==> src/rtl/digit_serial_subtract.sv <==
// rtl/digit_serial_subtract.sv - digit-serial N-bit subtractor, W bits per cycle, valid/ready in and out
// One W-bit borrow slice walks the operands LSB-first; the difference fills from the MSB end.
module digit_serial_subtract #(
    parameter int N = 32,
    parameter int W = 8
) (
    input  logic         clk,
    input  logic         rst,
    input  logic         in_valid,
    output logic         in_ready,
    input  logic [N-1:0] a,
    input  logic [N-1:0] b,
    input  logic         bi,
    output logic         out_valid,
    input  logic         out_ready,
    output logic [N-1:0] d,
    output logic         bo,
    output logic         ov
);

    localparam int D  = N / W;
    localparam int CW = $clog2(D) + 1;

    typedef enum logic [1:0] {
        S_IDLE,
        S_BUSY,
        S_DONE
    } state_t;

    state_t         state_q, state_d;
    logic [N-1:0]   a_q, a_d;
    logic [N-1:0]   b_q, b_d;
    logic [N-1:0]   diff_q, diff_d;
    logic           brw_q, brw_d;
    logic           bo_q, bo_d;
    logic           ov_q, ov_d;
    logic [CW-1:0]  count_q, count_d;

    logic [W:0]     slice;
    logic [W-1:0]   dig;
    logic [N-1:0]   diff_shift;

    // Borrow-chain slice: the carried borrow links consecutive digits like a full-width subtract.
    assign slice = {1'b0, a_q[W-1:0]} - {1'b0, b_q[W-1:0]} - {{W{1'b0}}, brw_q};
    assign dig   = slice[W-1:0];

    generate
        if (W == N) begin : g_single_digit
            assign diff_shift = dig;
        end else begin : g_multi_digit
            assign diff_shift = {dig, diff_q[N-1:W]};
        end
    endgenerate

    always_comb begin
        state_d = state_q;
        a_d     = a_q;
        b_d     = b_q;
        diff_d  = diff_q;
        brw_d   = brw_q;
        bo_d    = bo_q;
        ov_d    = ov_q;
        count_d = count_q;
        case (state_q)
            S_IDLE: begin
                if (in_valid) begin
                    a_d     = a;
                    b_d     = b;
                    brw_d   = bi;
                    count_d = '0;
                    state_d = S_BUSY;
                end
            end
            S_BUSY: begin
                diff_d  = diff_shift;
                brw_d   = slice[W];
                a_d     = a_q >> W;
                b_d     = b_q >> W;
                count_d = count_q + 1'b1;
                // On the last digit the low W bits of a_q/b_q hold the original operand MSBs.
                if (count_q == CW'(D - 1)) begin
                    bo_d    = slice[W];
                    ov_d    = (a_q[W-1] ^ b_q[W-1]) & (a_q[W-1] ^ dig[W-1]);
                    state_d = S_DONE;
                end
            end
            S_DONE: begin
                if (out_ready) begin
                    state_d = S_IDLE;
                end
            end
            default: begin
                state_d = S_IDLE;
            end
        endcase
    end

    always_ff @(posedge clk) begin
        if (rst) begin
            state_q <= S_IDLE;
            a_q     <= '0;
            b_q     <= '0;
            diff_q  <= '0;
            brw_q   <= 1'b0;
            bo_q    <= 1'b0;
            ov_q    <= 1'b0;
            count_q <= '0;
        end else begin
            state_q <= state_d;
            a_q     <= a_d;
            b_q     <= b_d;
            diff_q  <= diff_d;
            brw_q   <= brw_d;
            bo_q    <= bo_d;
            ov_q    <= ov_d;
            count_q <= count_d;
        end
    end

    assign in_ready  = (state_q == S_IDLE);
    assign out_valid = (state_q == S_DONE);
    assign d         = diff_q;
    assign bo        = bo_q;
    assign ov        = ov_q;

endmodule

==> config.mk <==
export PLATFORM = sky130hd
export DESIGN_NAME = digit_serial_subtract
export DESIGN_NICKNAME = d
export VERILOG_FILES = /design/src/rtl/digit_serial_subtract.sv
export SDC_FILE = /design/constraint.sdc
export NUM_CORES = 1
export LEC_CHECK = 0
export CAP_MARGIN = 30
export CELL_PAD_IN_SITES_DETAIL_PLACEMENT = 0
export CELL_PAD_IN_SITES_GLOBAL_PLACEMENT = 2
export CORE_MARGIN = 2
export CORE_UTILIZATION = 29
export CTS_BUF_LIST = sky130_fd_sc_hd__clkbuf_4 sky130_fd_sc_hd__clkbuf_8
export DETAILED_ROUTE_END_ITERATION = 8
export PLACE_DENSITY_LB_ADDON = 0.1
export SETUP_SLACK_MARGIN = 0.5
export SLEW_MARGIN = 5
export SYNTH_ARGS = -nofsm -noshare
export SYNTH_HDL_FRONTEND = slang
export SYNTH_SLANG_ARGS = --single-unit
export TNS_END_PERCENT = 1
==> constraint.sdc <==
create_clock -name clk -period 2.48 [get_ports clk]
set_clock_uncertainty 0.05 [all_clocks]
set_input_delay 0.744 -clock clk [delete_from_list [all_inputs] [get_ports clk]]
set_output_delay 0.744 -clock clk [all_outputs]
set_load 0.02 [all_outputs]
==> results.cfg <==
[power_and_ir_drop]
swShare_pct = 31.5
comb_power_share_pct = 25.2
internal_power_mw = 2.74
power_leakage_nw = 2.51
p_seq_share_pct = 46.7
clkPwrFrac_pct = 28.1
powerDensity_nw_per_um2 = 624
peakVddDrop_mv = 0.242
switchingPower_mw = 1.26

[critical_path]
crit_top_cell = fa_2
worstSetupPathType = reg2reg
worst-path-buf-inv = 2
path_max_fanout = 2
crit_chain = inv_1 -> fa_2 -> fa_2 -> nand2b_4 -> a21oi_4 -> buf_4 -> o21bai_1 -> a21oi_1 -> or4_1 -> nand3_1
startpoint_type = register
cp.required_ps = 2710
end_kind = register
cp_top_family = adder cells
worstPathArrival_ps = 2470
max_stage_delay_ps = 380
cp_slowest_cell = fa_2

[cts]
clock_latency_ps = 380
cts_tree = yes
clockBufferDepth = 2
clk_pin_slew_ps = 100
cts_root_buf = clkbuf_8
cts.sinks = 104
h-tree-depth = 3
cts_hold_buf = 0
cts_made_buffers = 9

[synth]
synth_cell_types = 37
syn-instance-count = 667
synth_most_common_cell = nor2_1
synth_seq_cells = 104
synthArstFlopShare_pct = 0
synth_ff_type = dfxtp_1
yosys-top-cells-count = nor2_1 (165), dfxtp_1 (104), a21oi_1 (85)
syn_area_um2 = 4940
postSynthAreaPerCell_um2 = 7.41
yosysWarnings = 0
yosys-top-cells-area = dfxtp_1 (42%), nor2_1 (13%), a21oi_1 (8.6%), nor2b_1 (6.3%), nand2_1 (4.6%)
synth_top_area_cell = dfxtp_1
syn_nets = 754
synth-edff-count = 0
ys_seq_area_share_pct = 42.1
yosysTopAreaCellShare_pct = 42.1

[timing]
rsz0062_at_grt = true
setup_viol_count_final = 0
setup-tns-final_ps = 0
fin_crit_sh_pct = 90.3
setup_ws_ps = 240
fmax_mhz = 446
finalHoldViolations = 0
slew_viol_final = 0
worst_pin_slew_ps = 596
relSlewSlack_pct = 60.3
fin_crit_ps = 2240

[placement]
io_buffers = 104
placed_area_um2 = 6180
dp.final_hpwl_um = 9440
place_congestion = 0.770
post-place-ws_ps = 233

[finish]
area_delta_synth_final_pct = 29.5
nets = 831
nFillCells = 1761
final_cell_area_um2 = 6400
regArea_um2 = 2090
multiInputGateArea_um2 = 2570
n_antenna_cell = 0
drive_above_1_share_pct = 6.41

[drt]
wirelength_um = 13700
drt_first_pass_iters = 4
routedWlPerCell_um = 14.1
initialDrtViolationCount = 214
ant_nets = 0
num_vias = 4469
vias_per_cell = 4.61
route.detailed.drc = 0

[die]
io_pins = 105
start_util_pct = 29.7
num_rows = 47
dieArea_um2 = 18100
core_um2 = 16600
die_x_um = 135
fp.dieH_um = 135

[min_path]
worstHoldPathType = reg2reg

[global_route]
grt_usage_pct = 15.5
grt_max_degree = 57
grt_pass1_wl_um = 22300
antenna_found_initial = 0
overflow = 0
grt_pass1_vias = 4352

[job]
drv_cap = 0

[run_status]
status = finished clean
-- layer usage --
layer	track usage (%)	share of wire, %
met5	0	0
met4	4.21	0.94
met1	20.7	49
met2	25.3	47
met3	3.45	3.6
-- cells in the final DEF, fill, tap and decap left out, types with 5 or more instances in the layout --
cell             instances
a22oi_1                 17
a21oi_1                 85
dfxtp_1                100
ha_1                    16
clkdlybuf4s50_1         98
buf_4                   11
nor3_1                  42
inv_1                   24
nand2_1                 61
clkbuf_8                 9
nor2_1                 164
nand3_1                  5
a211oi_1                12
nor2b_1                 49
-- worst reg2reg max path, cell delays in order (launching register included) --
cell and delay (ps):
dfxtp_1 330, inv_1 60, fa_2 380, fa_2 360, nand2b_4 160, a21oi_4 170, buf_4 130, o21bai_1 50
a21oi_1 240, or4_1 150, nand3_1 60
-- kinds of logic (layout without fill, tap and decap cells) --
family	count (synthesis)	in the layout	synth area share (%)
AOI/OAI and AO/OA	126	126	15.3
xor gates and xnor gates	4	4	0.709
adders and majority gates	18	18	4.86
buffers and inverters	76	158	6.20
DFF	104	104	42.1
muxes	1	1	0.228
and+or+nand+nor	338	338	30.5
-- power groups by stage --
| stage | Clock [mW] | Combinational [mW] | Sequential [mW] |
|---|---|---|---|
| 4_1_cts | 1.17 | 1.02 | 1.87 |
| 2_1_floorplan | 0 | 0.627 | 1.92 |
| 6_report | 1.12 | 1.01 | 1.87 |
| 5_1_grt | 1.23 | 1.13 | 1.88 |
| 3_3_place_gp | 0 | 0.982 | 1.91 |
| 3_5_place_dp | 0 | 0.992 | 1.91 |
-- path summary, 6_finish.rpt --
path / end / cells past startpoint / slack [ps] / from
setup / recovery: d[30] / 10 / 240 / b_q[0]
hold / removal: d[6] / 2 / 410 / d[6]
setup reg to reg: d[30] / 10 / 240 / b_q[0]
hold reg to reg: d[6] / 2 / 410 / d[6]
-- metrics by stage --
step	instances	power, mW	utilization, %	hold WS, ps
global placement	951	2.89	37.1	396
detailed placement	951	2.90	37.1	402
global route	969	4.24	38.4	435
floorplan	667	2.55	-	393
finish	969	3.99	38.4	414
CTS	969	4.06	38.4	417
-- state kept, by name, summed over array words and instances (netlist names) --
signal	count
bo	1
b_q	32
d	32
brw_q	1
ov	1
state_q	2
count_q	3
a_q	32
-- layout make-up --
| class | instances | area share, % |
|---|---|---|
| Clock inverter | 7 | 1.25 |
| Clock buffer | 9 | 1.94 |
| Timing Repair Buffer | 117 | 18.2 |
| Sequential cell | 104 | 32.6 |
| Inverter | 25 | 1.47 |
| Tap cell | 220 | 4.30 |
| Multi-Input combinational cell | 487 | 40.2 |
-- timing repair --
action / in CTS / in global routing
hold endpoints to repair: 0 / 0
buffers inserted: 2 / 0
endpoints found under the setup margin: 60 / 116
pin swaps: 6 / 0
resized for setup: 6 / 0
(Power assumes the default switching activity.)
